[src/rtl/inv_ip_pkg.sv]
// Shared types and constants for the inversion IP: FSM states, default width, index width.
package inv_ip_pkg;

  typedef enum logic [1:0] {IDLE, CALC, DONE} state_t;

  localparam int IP_WIDTH_DEF = 5;

  function automatic int idx_width(input int w);
    return $clog2(w + 1);
  endfunction

  localparam int IP_IDX_W = idx_width(IP_WIDTH_DEF);

endpackage

[src/rtl/mod_dbl_add_step.sv]
// One MSB-first interleaved step: res = ((2*acc mod p) + mul_bit*a) mod p.
// Purely combinational; relies on acc < p and a < p so one conditional subtract suffices.
module mod_dbl_add_step
  import inv_ip_pkg::*;
#(
  parameter int IP_WIDTH = IP_WIDTH_DEF
) (
  input  logic [IP_WIDTH-1:0] acc,
  input  logic [IP_WIDTH-1:0] a,
  input  logic [IP_WIDTH-1:0] p,
  input  logic                mul_bit,
  output logic [IP_WIDTH-1:0] res
);

  logic [IP_WIDTH:0]   p_ext;
  logic [IP_WIDTH:0]   t;
  logic [IP_WIDTH-1:0] t_red;
  logic [IP_WIDTH:0]   u;

  always_comb begin
    p_ext = {1'b0, p};
    t     = {acc, 1'b0};
    t_red = (t >= p_ext) ? IP_WIDTH'(t - p_ext) : t[IP_WIDTH-1:0];
    u     = {1'b0, t_red} + (mul_bit ? {1'b0, a} : '0);
    res   = (u >= p_ext) ? IP_WIDTH'(u - p_ext) : u[IP_WIDTH-1:0];
  end

endmodule

[src/rtl/inv_mulcheck_seq.sv]
// Sequential (a*b) mod p checker, 1 bit of b per cycle (2 with INV_MULCHECK_RADIX4_EN); latency IP_WIDTH+1
// (ceil(IP_WIDTH/2)+1 in radix-4), 1 on range error; in_valid while busy is dropped, no backpressure.
module inv_mulcheck_seq
  import inv_ip_pkg::*;
#(
  parameter int IP_WIDTH = IP_WIDTH_DEF
) (
  input  logic                clk,
  input  logic                rst_n,
  input  logic                in_valid,
  input  logic [IP_WIDTH-1:0] in_a,
  input  logic [IP_WIDTH-1:0] in_b,
  input  logic [IP_WIDTH-1:0] in_p,
  output logic                out_valid,
  output logic [IP_WIDTH-1:0] out_prod,
  output logic                out_is_inv,
  output logic                out_err
);

  localparam int IW = idx_width(IP_WIDTH);
`ifdef INV_MULCHECK_RADIX4_EN
  // b is zero-extended to an even bit count so the pairs line up
  localparam int NB   = ((IP_WIDTH + 1) / 2) * 2;
  localparam int STEP = 2;
`else
  localparam int NB   = IP_WIDTH;
  localparam int STEP = 1;
`endif

  state_t              st;
  logic [IP_WIDTH-1:0] a_r;
  logic [IP_WIDTH-1:0] p_r;
  logic [IP_WIDTH-1:0] acc;
  logic [NB-1:0]       b_r;
  logic [IW-1:0]       idx;
  logic                err_r;
  logic [IP_WIDTH-1:0] acc_nxt;
  logic                range_bad;

  assign range_bad = (in_a >= in_p) || (in_b >= in_p) || (in_p < IP_WIDTH'(3));

`ifdef INV_MULCHECK_RADIX4_EN
  logic [IP_WIDTH-1:0] acc_mid;
  logic [IW-1:0]       idx_lo;

  assign idx_lo = idx - IW'(1);

  mod_dbl_add_step #(.IP_WIDTH(IP_WIDTH)) u_step_hi (
    .acc(acc), .a(a_r), .p(p_r), .mul_bit(b_r[idx]), .res(acc_mid)
  );
  mod_dbl_add_step #(.IP_WIDTH(IP_WIDTH)) u_step_lo (
    .acc(acc_mid), .a(a_r), .p(p_r), .mul_bit(b_r[idx_lo]), .res(acc_nxt)
  );
`else
  mod_dbl_add_step #(.IP_WIDTH(IP_WIDTH)) u_step (
    .acc(acc), .a(a_r), .p(p_r), .mul_bit(b_r[idx]), .res(acc_nxt)
  );
`endif

  always_ff @(posedge clk) begin
    if (!rst_n) begin
      st         <= IDLE;
      a_r        <= '0;
      p_r        <= '0;
      acc        <= '0;
      b_r        <= '0;
      idx        <= '0;
      err_r      <= 1'b0;
      out_valid  <= 1'b0;
      out_prod   <= '0;
      out_is_inv <= 1'b0;
      out_err    <= 1'b0;
    end else begin
      out_valid  <= 1'b0;
      out_prod   <= '0;
      out_is_inv <= 1'b0;
      out_err    <= 1'b0;
      case (st)
        IDLE: begin
          if (in_valid) begin
            a_r   <= in_a;
            b_r   <= NB'(in_b);
            p_r   <= in_p;
            acc   <= '0;
            idx   <= IW'(NB - 1);
            err_r <= range_bad;
            st    <= range_bad ? DONE : CALC;
          end
        end
        CALC: begin
          acc <= acc_nxt;
          if (idx == IW'(STEP - 1)) st <= DONE;
          else idx <= idx - IW'(STEP);
        end
        DONE: begin
          out_valid  <= 1'b1;
          out_prod   <= acc;
          out_is_inv <= (acc == IP_WIDTH'(1)) && !err_r;
          out_err    <= err_r;
          st         <= IDLE;
        end
        default: st <= IDLE;
      endcase
    end
  end

endmodule
[config.mk]
export PLATFORM = sky130hd
export DESIGN_NAME = inv_mulcheck_seq
export DESIGN_NICKNAME = d
export VERILOG_FILES = /design/src/rtl/inv_ip_pkg.sv /design/src/rtl/mod_dbl_add_step.sv /design/src/rtl/inv_mulcheck_seq.sv
export SDC_FILE = /design/constraint.sdc
export NUM_CORES = 1
export LEC_CHECK = 0
export CAP_MARGIN = 25
export CORE_AREA = 2 2 66 68
export CTS_CLUSTER_DIAMETER = 30
export DETAILED_ROUTE_END_ITERATION = 10
export DIE_AREA = 0 0 68 70
export DONT_BUFFER_PORTS = 1
export GPL_TIMING_DRIVEN = 0
export PLACE_DENSITY = 0.85
export SLEW_MARGIN = 20
export SYNTH_ARGS = -nofsm -noshare
export SYNTH_HDL_FRONTEND = slang
export SYNTH_HIERARCHICAL = 1
export SYNTH_SLANG_ARGS = --single-unit
[constraint.sdc]
create_clock -name clk -period 4.52 [get_ports clk]
set_input_delay 0.904 -clock clk [delete_from_list [all_inputs] [get_ports clk]]
set_output_delay 0.904 -clock clk [all_outputs]
set_load 0.005 [all_outputs]
# Word level (Yosys, flattened, before mapping)
# Index checks and enable logic that the tools add are counted.
# Widths: inputs -> output; s select.
# op_classes
reduce_logical	12
eq_ne	6
n_addsub	4
n_lt_le_gt_ge	6
muxes	15
# ops
operator	count
$mux 5	4
$ge 6x5->1	2
$ge 5x5->1	2
$pmux 5 s2	1
$sub 5x5->5	2
$reduce_and 2->1	4
$add 5x5->6	1
$mux 2	3
$mux 3	2
$ne 2x2->1 const B	3
$pmux 3 s2	1
$eq 5x1->1 const B	1
$lt 5x2->1 const B	1
$lt 3x4->1 const B	1
$pmux 2 s2	1
$bmux 1 s3	1
$logic_not 3->1	1
$reduce_and 3->1	1
$sub 3x1->3 const B	1
$eq 2x1->1 const B	1
$eq 2x2->1 const B	1
$logic_not 2->1	1
$logic_or 1x1->1	2
$mux 1	2
3 further kinds	3
# totals
wordCells	54
input_bits	18
regBits	34

# Logic depth before layout (Yosys ltp)
# Gate-level depths: netlist of run 1.
# depth
ltp_word	7
ltp_mapped	19
mapped_depth_nobuf	19

# Cells and area by module
# The synthesis of run 1 kept the hierarchy.
# modules_own_cells
mod	instances	cells_each	area_per_inst_um2
inv_mulcheck_seq	1	175	1562.7
mod_dbl_add_step	1	77	669.4

# Least setup slack after synthesis of run 1
# No wires, ideal clock.
# synth_path
path_type	register -> register
from	register p_r[0]
to	register acc[1]
path_slack_ps	295
arrival_ps	4106
stages_incl_launch_ff	17
synth_period_minus_slack_ps	4225
setup_time_ps	118
cell_sequence	dfxtp_1 inv_1 fa_1 a21o_1 a21oi_1 nor2b_1 nor2_1 mux2_2 fa_1 fa_1 a21o_1 a21oi_2 nor2b_2 a311oi_4 mux2_2 a22oi_1 nor2b_1
# synth_between
elab_chain_len	6
word_cells_on_any_way	8
# synth_lines
element	line	source
start: declaration	inv_mulcheck_seq.sv:32	logic [IP_WIDTH-1:0] p_r;
start signal: assignment	inv_mulcheck_seq.sv:83	p_r <= in_p;
$sub 5x5->5 / $ge 6x5->1 (equally long branches)	mod_dbl_add_step.sv:23	t_red = (t >= p_ext) ? IP_WIDTH'(t - p_ext) : t[IP_WIDTH-1:0];
$mux 5	mod_dbl_add_step.sv:23	
$add 5x5->6	mod_dbl_add_step.sv:24	u = {1'b0, t_red} + (mul_bit ? {1'b0, a} : '0);
$sub 5x5->5 / $ge 6x5->1 (equally long branches)	mod_dbl_add_step.sv:25	res = (u >= p_ext) ? IP_WIDTH'(u - p_ext) : u[IP_WIDTH-1:0];
$mux 5 *	mod_dbl_add_step.sv:25	
via acc_nxt[1]	inv_mulcheck_seq.sv:37	logic [IP_WIDTH-1:0] acc_nxt;
$pmux 5 s2 *	inv_mulcheck_seq.sv:78	case (st)
end signal: assignment	inv_mulcheck_seq.sv:91	acc <= acc_nxt;
end: declaration	inv_mulcheck_seq.sv:33	logic [IP_WIDTH-1:0] acc;
# Mark *: on every way through the listed nets, which the timed path passes. The rest lies on a longest branch.
# A chain may end at the register's enable or synchronous reset.

# Worst setup path in the final report of run 1
# layout_path
from	register p_r[0]
to	register acc[2]
# The elaborated chain is that of the path after synthesis.

==> summary.txt, run 1 <==
Clock-pin transition on the worst setup and hold timing paths - 0.07 ns
Sink count of the clock tree - 34
Cell area reported after detailed placement - 2300 sq um
Final RePlAce weighted congestion - 0.826
Pwr Total - 1.03 mW
Total standard cell area after synthesis - 2230 sq um
Setup Total Neg Slack - 0 ns
Maximum number of pins on one net before global-route repair - 12
Pin slew with the least headroom to its limit - 0.564 ns
Max Transition Viols Final - 0
Starting density of the core - 53.9%
Die Y - 70 microns
Maximum VDD drop - 0.156 mV
Crit path from - p_r[0]$_SDFFE_PN0P_
Number of distinct library cell variants in the gate-level netlist after synthesis - 42
Remaining antenna violation count - 0
Synthesized area per cell - 8.86 sq um
Ys Warns - 6
Int Pwr - 0.672 mW
Detail-routed net length per standard cell - 14.3 microns
Count of input and output buffers - 0
Final Instance Area - 2460 sq um
Share of synthesized area occupied by flip-flops and latches - 30.5%
Total Routed Length - 4.53 mm
Width of the chip - 68 microns
Sort of element at the end of the critical path - flip-flop
Total GRT Usage - 21.3%
Class of the tightest hold or removal check - flip-flop to flip-flop
Clock buffers created by TritonCTS - 5
Area Overhead vs Synth - 10.1%
Area of the placeable core - 4140 sq um
Number of synthesized flops with an enable pin - 0
Crit Reg-Reg Endpoint - acc[2]$_SDFFE_PN0P_
Arrival time at the worst endpoint - 4.59 ns
Leakage component of the power - 1.05 nW
Root Buffer - sky130_fd_sc_hd__clkbuf_8
HPWL Detailed - 3.56 mm
Proportion of total power due to net switching - 34.6%
Count of placed standard cells in the final layout, fillers left out - 317
TritonCTS clock tree - built
H-tree level count - 2
Total of max-cap violations - 0
Placed Cells - 304
Ant. Diodes - 0
Vias - 1777
PwrDens - 418 nW/um^2
Main flop type after synthesis - sky130_fd_sc_hd__dfxtp_1
Buffer levels on the longest clock path - 2
Post-Route Skew - 0.0113 ns
Number of global-route vias before repair - 1737
# nets final - 314
Worst Min Path Start - a_r[0]$_SDFFE_PN0P_
Hold path cells - 2
Post-synth net total - 302
Total iterations of the first detailed-routing run - 4
Slew HR - 62.3%
Worst hold endpoint - a_r[0]$_SDFFE_PN0P_
Number of core rows - 24
Path depth of the worst reg2reg path - 19
Switching power summed over all nets - 0.356 mW
Grt total ovfl - 0
Post-layout min period - 4.40 ns
FFs w/ async S/R, synth - 0%
Clk Latency, worst-skew pair - 0.30 ns
First-pass GRT wire length - 7.81 mm
Share of post-route cells with drive strength above 1 - 14.7%
Number of standard cells after synthesis - 252
Via density - 5.61
Largest fanout on the critical path - 4
R2r startpoint - p_r[0]$_SDFFE_PN0P_
Synth top area share - 30.5%
Relative contribution of the clock network to total power - 23.1%
Final-layout fill cell count - 356
Data required time at the worst endpoint - 4.71 ns
Largest cells by area after synthesis - sky130_fd_sc_hd__dfxtp_1, sky130_fd_sc_hd__ha_1, sky130_fd_sc_hd__nand2_1, sky130_fd_sc_hd__a21boi_0, sky130_fd_sc_hd__and2_1
Final Hold Vio Count - 0
Starting DRC count in detailed routing - 62
Final cycle utilization of the critical path - 97.2%
Number of ports placed on the die boundary - 26
Initial antenna violation count - 0
Sequential fraction of design power - 32.3%
Total setup violations reported at the end of the flow - 0
WS Path Type - flip-flop to flip-flop
Number of remaining DRC errors - 0
Number of storage elements in the synthesis netlist - 34
CP startpoint kind - flip-flop
Highest achievable clock rate - 227 MHz
Total die area - 4760 sq um
Run status - complete, no violations
Setup slack of the most critical reg-to-reg path - 0.12 ns
Synth area leader - sky130_fd_sc_hd__dfxtp_1
Portion of total power attributed to combinational logic - 44.6%
==> worst max-delay path, cell delays in order (launching register included) <==
cell	delay, ns
sky130_fd_sc_hd__dfxtp_2	0.35
sky130_fd_sc_hd__inv_1	0.10
sky130_fd_sc_hd__fa_2	0.38
sky130_fd_sc_hd__a21o_1	0.19
sky130_fd_sc_hd__a21oi_2	0.16
sky130_fd_sc_hd__nor2b_1	0.08
sky130_fd_sc_hd__nor2_2	0.18
sky130_fd_sc_hd__mux2_2	0.39
sky130_fd_sc_hd__ha_1	0.31
sky130_fd_sc_hd__a21oi_1	0.17
sky130_fd_sc_hd__nand2_1	0.15
sky130_fd_sc_hd__xor2_2	0.18
sky130_fd_sc_hd__ha_1	0.34
sky130_fd_sc_hd__a21oi_2	0.20
sky130_fd_sc_hd__nor2b_2	0.07
sky130_fd_sc_hd__a311oi_4	0.28
sky130_fd_sc_hd__buf_4	0.18
sky130_fd_sc_hd__mux2_2	0.35
sky130_fd_sc_hd__a22oi_1	0.16
sky130_fd_sc_hd__nor2b_1	0.06
==> metal layers <==
layer | global-route usage (%) | wire length (microns) | share of wire (%) | vias up
met1 | 27.9 | 1980 | 44 | 823
li1 | - | - | - | 890
met3 | 5.31 | 251 | 5.5 | 11
met5 | 0 | 0 | 0 | -
met4 | 6.67 | 99 | 2.2 | 0
met2 | 34.0 | 2200 | 48 | 53
==> area by class of cell <==
cell class	instances	area (sq um)	share of cell area [%]
clock inverter	2	12.5	0.509
multi-input combinational	194	1480	60.4
tap	52	65.1	2.65
inverter	18	67.6	2.75
timing repair buffer	5	37.5	1.53
buffer	6	26.3	1.07
sequential	34	682	27.7
clock buffer	6	82.6	3.36
==> logic make-up (layout without fill, tap and decap cells) <==
logic type      Yosys count  count (layout)  share of synthesized area, %
buf+inv                  24              37                          4.20
compound gates           55              55                          18.1
simple gates             90              90                          20.1
fa+ha+maj                32              32                          18.9
mux                       9               9                          4.99
xor+xnor                  8               8                          3.14
flops                    34              34                          30.5
==> placed cells by master, fill, tap and decap left out, types with 2 or more instances in the layout <==
cell and n:
sky130_fd_sc_hd__a21oi_1 7, sky130_fd_sc_hd__a211oi_1 2, sky130_fd_sc_hd__buf_2 3, sky130_fd_sc_hd__a21oi_2 2
sky130_fd_sc_hd__buf_4 5, sky130_fd_sc_hd__xor2_1 3, sky130_fd_sc_hd__nand4_1 2, sky130_fd_sc_hd__nor3_1 3
sky130_fd_sc_hd__fa_2 2, sky130_fd_sc_hd__a21boi_0 17, sky130_fd_sc_hd__a21o_1 4, sky130_fd_sc_hd__a22oi_1 5
sky130_fd_sc_hd__nand3_1 6, sky130_fd_sc_hd__mux2_2 7, sky130_fd_sc_hd__nor2_1 7, sky130_fd_sc_hd__ha_1 29
sky130_fd_sc_hd__o21ai_0 7, sky130_fd_sc_hd__xnor2_1 3, sky130_fd_sc_hd__nor2b_1 12, sky130_fd_sc_hd__nand2_1 40
sky130_fd_sc_hd__clkbuf_8 6, sky130_fd_sc_hd__xor2_2 2, sky130_fd_sc_hd__inv_1 17, sky130_fd_sc_hd__dfxtp_1 33
sky130_fd_sc_hd__clkbuf_1 3, sky130_fd_sc_hd__and2_1 13
==> power by group through the flow <==
stage | Combinational [mW] | Sequential (mW) | Clock, mW
after global routing | 0.497 | 0.336 | 0.251
final | 0.459 | 0.332 | 0.237
after global placement | 0.378 | 0.338 | 0
after floorplan | 0.326 | 0.334 | 0
after detailed placement | 0.395 | 0.339 | 0
after CTS | 0.433 | 0.332 | 0.239
==> per-stage QoR <==
stage | hold WS [ns] | setup slack [ns] | util, %
2_1_floorplan | 0.430 | 0.295 | -
3_3_place_gp | 0.445 | -0.0610 | 55.4
3_5_place_dp | 0.453 | -0.171 | 55.4
4_1_cts | 0.463 | 0.0263 | 58.6
5_1_grt | 0.482 | -0.0238 | 59.3
6_report | 0.458 | 0.124 | 59.3
==> Yosys cell counts, types with 2 or more instances <==
master                      n
sky130_fd_sc_hd__clkbuf_1   3
sky130_fd_sc_hd__a21oi_1    8
sky130_fd_sc_hd__a21o_1     4
sky130_fd_sc_hd__a211oi_1   2
sky130_fd_sc_hd__nor2b_1   12
sky130_fd_sc_hd__buf_2      3
sky130_fd_sc_hd__a22oi_1    5
sky130_fd_sc_hd__xor2_1     5
sky130_fd_sc_hd__dfxtp_1   34
sky130_fd_sc_hd__a21boi_0  17
sky130_fd_sc_hd__fa_1       3
sky130_fd_sc_hd__nor3_1     3
sky130_fd_sc_hd__xnor2_1    3
sky130_fd_sc_hd__mux2_2     7
sky130_fd_sc_hd__nor2_1     8
sky130_fd_sc_hd__and2_1    13
sky130_fd_sc_hd__inv_1     18
sky130_fd_sc_hd__o21ai_0    7
sky130_fd_sc_hd__nand4_1    2
sky130_fd_sc_hd__nand2_1   40
sky130_fd_sc_hd__nand3_1    6
sky130_fd_sc_hd__ha_1      29
==> state kept, by name (all words and copies together) (netlist names) <==
signal and flops:
acc 5, a_r 5, out_is_inv 1, out_err 1, err_r 1, p_r 5, st 2, out_prod 5
idx 3, b_r 5, out_valid 1
==> worst max-delay path by stage <==
stage | to | slack [ns] | cells after the start
finish | acc[2]$_SDFFE_PN0P_ | 0.12 | 19
global placement | acc[2]$_SDFFE_PN0P_ | -0.06 | 16
detailed placement | acc[4]$_SDFFE_PN0P_ | -0.17 | 16
floorplan | acc[1]$_SDFFE_PN0P_ | 0.30 | 16
global route | acc[2]$_SDFFE_PN0P_ | -0.02 | 20
CTS | acc[4]$_SDFFE_PN0P_ | 0.03 | 20
==> repair_timing <==
| action | 4_1_cts | 5_1_grt |
|---|---|---|
| setup endpoints to repair | 4 | 5 |
| pin swaps | 2 | 3 |
| resized for setup | 2 | 6 |
| hold buffers | 0 | 0 |
| buffers inserted | 4 | 1 |
No activity file was read; power rests on OpenSTA's default activity.
==> run 2, diff against run 1 <==
==> constraint.sdc (replaced) <==
create_clock -name clk -period 3.6 [get_ports clk]
set_input_delay 0.72 -clock clk [delete_from_list [all_inputs] [get_ports clk]]
set_output_delay 0.72 -clock clk [all_outputs]
set_load 0.005 [all_outputs]
==> summary.txt, run 2 (synthesis gave the netlist of run 1 again) <==
Number of ports placed on the die boundary - 26 (unchanged)
Post-Route Skew - 0.00488 ns (-0.00642 ns)
Most frequent cells in the layout - sky130_fd_sc_hd__nand2_1, sky130_fd_sc_hd__dfxtp_1, sky130_fd_sc_hd__buf_4
Area of the placeable core - 4140 sq um (unchanged)
Run status - complete, but fails checks
Cell-by-cell trace of the critical path - inv_4 -> fa_2 -> a21o_1 -> a21oi_2 -> nor2b_2 -> nor2_2 -> buf_4 -> mux2_4 -> fa_2 -> nand3_1 -> nand2_1 -> xor2_2 -> ha_4 -> a211oi_2 -> o21ai_2 -> a311oi_4 -> buf_6 -> buf_6 -> mux2i_2 -> a22oi_1 -> nor2b_1
Clock buffers created by TritonCTS - 5 (unchanged)
Ant. Diodes - 0 (unchanged)
Number of remaining DRC errors - 0 (unchanged)
# nets final - 334 (+6.4%)
Die Y - 70 microns (unchanged)
Number of global-route vias before repair - 2030 (+17%)
Area Overhead vs Synth - 26.8%
H-tree level count - 2 (unchanged)
Share of post-route cells with drive strength above 1 - 30.2% (+15 points)
Grt total ovfl - 0 (unchanged)
Violated checks - setup timing
Most common cell after layout, fill and taps aside - sky130_fd_sc_hd__nand2_1
Initial antenna violation count - 0 (unchanged)
Data required time at the worst endpoint - 3.82 ns (-0.89 ns)
Count of input and output buffers - 0 (unchanged)
Final Hold Vio Count - 0 (unchanged)
Starting density of the core - 53.9% (unchanged)
Unrepaired setup endpoints after global routing - yes
Slowest library cell on the worst path - sky130_fd_sc_hd__dfxtp_4
First-pass GRT wire length - 8.89 mm (+14%)
Leakage component of the power - 1.18 nW (+12%)
Largest delay share family, worst path - compound AO/OA/AOI/OAI gates
Final cycle utilization of the critical path - 112% (+15 points)
Maximum number of pins on one net before global-route repair - 11 (-1)
Width of the chip - 68 microns (unchanged)
PwrDens - 555 nW/um^2 (+33%)
Max Transition Viols Final - 0 (unchanged)
Share of the core filled with cells - 68.3% (+9.0 points)
Pwr Total - 1.57 mW (+53%)
Pin slew with the least headroom to its limit - 0.684 ns (+0.119 ns)
Buffer and inverter count on the worst path - 4 (+2)
Total GRT Usage - 24.1% (+2.8 points)
Setup Total Neg Slack - -2.10 ns (-2.10 ns)
Clk Latency, worst-skew pair - 0.28 ns (-0.02 ns)
Class of the tightest hold or removal check - flip-flop to flip-flop
Maximum VDD drop - 0.310 mV (+99%)
Total iterations of the first detailed-routing run - 4 (unchanged)
Via density - 5.61 (+0.15%)
Remaining antenna violation count - 0 (unchanged)
WS Path Type - flip-flop to flip-flop
Starting DRC count in detailed routing - 70 (+13%)
Vias - 1892 (+6.5%)
Highest achievable clock rate - 247 MHz (+8.7%)
Post-route setup slack - -0.442 ns (-0.567 ns)
Peak per-stage delay on the critical path - 0.37 ns (-0.02 ns)
Number of core rows - 24 (unchanged)
Slew HR - 54.1% (-8.1 points)
TritonCTS clock tree - built
Total setup violations reported at the end of the flow - 5 (+5)
Detail-routed net length per standard cell - 15.9 microns (+11%)
Post-layout min period - 4.04 ns (-0.353 ns)
Total die area - 4760 sq um (unchanged)
HPWL Detailed - 3.59 mm (+0.81%)
Root Buffer - sky130_fd_sc_hd__clkbuf_8
Sort of element at the end of the critical path - flip-flop
Total of max-cap violations - 0 (unchanged)
Sink count of the clock tree - 34 (unchanged)
Arrival time at the worst endpoint - 4.26 ns (-0.33 ns)
Final RePlAce weighted congestion - 0.799 (-3.2%)
Total Routed Length - 5.37 mm (+18%)
Buffer levels on the longest clock path - 2 (unchanged)
Clock-pin transition on the worst setup and hold timing paths - 0.07 ns (about the same)
CP startpoint kind - flip-flop
Largest fanout on the critical path - 5 (+1)
-- run 2: worst min-delay path, stage by stage (launching register included) --
cell	delay [ns]
sky130_fd_sc_hd__dfxtp_1	0.31
sky130_fd_sc_hd__nand2_1	0.04
sky130_fd_sc_hd__a21boi_0	0.06
-- run 2: per-stage QoR --
step / area (sq um) / cells / hold WS [ns] / setup slack, ns
final: 2830 / 337 / 0.462 / -0.442
after global routing: 2830 / 337 / 0.485 / -0.597
after CTS: 2700 / 330 / 0.463 / -0.364
after detailed placement: 2350 / 304 / 0.454 / -0.668
after global placement: 2350 / 304 / 0.450 / -0.575
after floorplan: 2280 / 252 / 0.430 / -0.289
-- run 2: final timing paths --
path | from | endpoint | slack [ns] | depth (start not counted)
setup reg to reg | p_r[0]$_SDFFE_PN0P_ | acc[0]$_SDFFE_PN0P_ | -0.44 | 21
setup / recovery | p_r[0]$_SDFFE_PN0P_ | acc[0]$_SDFFE_PN0P_ | -0.44 | 21
hold reg to reg | a_r[2]$_SDFFE_PN0P_ | a_r[2]$_SDFFE_PN0P_ | 0.46 | 2
hold / removal | a_r[2]$_SDFFE_PN0P_ | a_r[2]$_SDFFE_PN0P_ | 0.46 | 2
-- run 2: cell type report --
class	count	area (sq um)
multi-input cells	194	1690
fillers	301	1310
flip-flops and latches	34	688
repair buffers	25	195
clock buffers	7	86.3
inverters	18	72.6
well taps	52	65.1
plain buffers	6	26.3
clock inverters	1	5.00
-- run 2: per-layer routing --
| metal | wire length [microns] | global-route usage (%) | vias up |
|---|---|---|---|
| li1 | - | - | 933 |
| met1 | 2160 | 29.2 | 889 |
| met2 | 2820 | 42.3 | 53 |
| met3 | 231 | 4.83 | 17 |
| met4 | 155 | 6.44 | 0 |
| met5 | 0 | 0 | - |
-- run 2: where the power goes --
part / internal, mW / switching [mW] / leakage, nW
combinational: 0.484 / 0.383 / 0.851
clock: 0.154 / 0.131 / 0.0482
sequential: 0.401 / 0.0199 / 0.279
total: 1.04 / 0.534 / 1.18
-- run 2: what timing repair did --
| item | in CTS | in global routing |
|---|---|---|
| resized for setup | 20 | 14 |
| setup endpoints to repair | 5 | 5 |
| setup buffers | 18 | 7 |
| hold endpoints to repair | 0 | 0 |
| pin swaps | 19 | 13 |
| hold buffers | 0 | 0 |
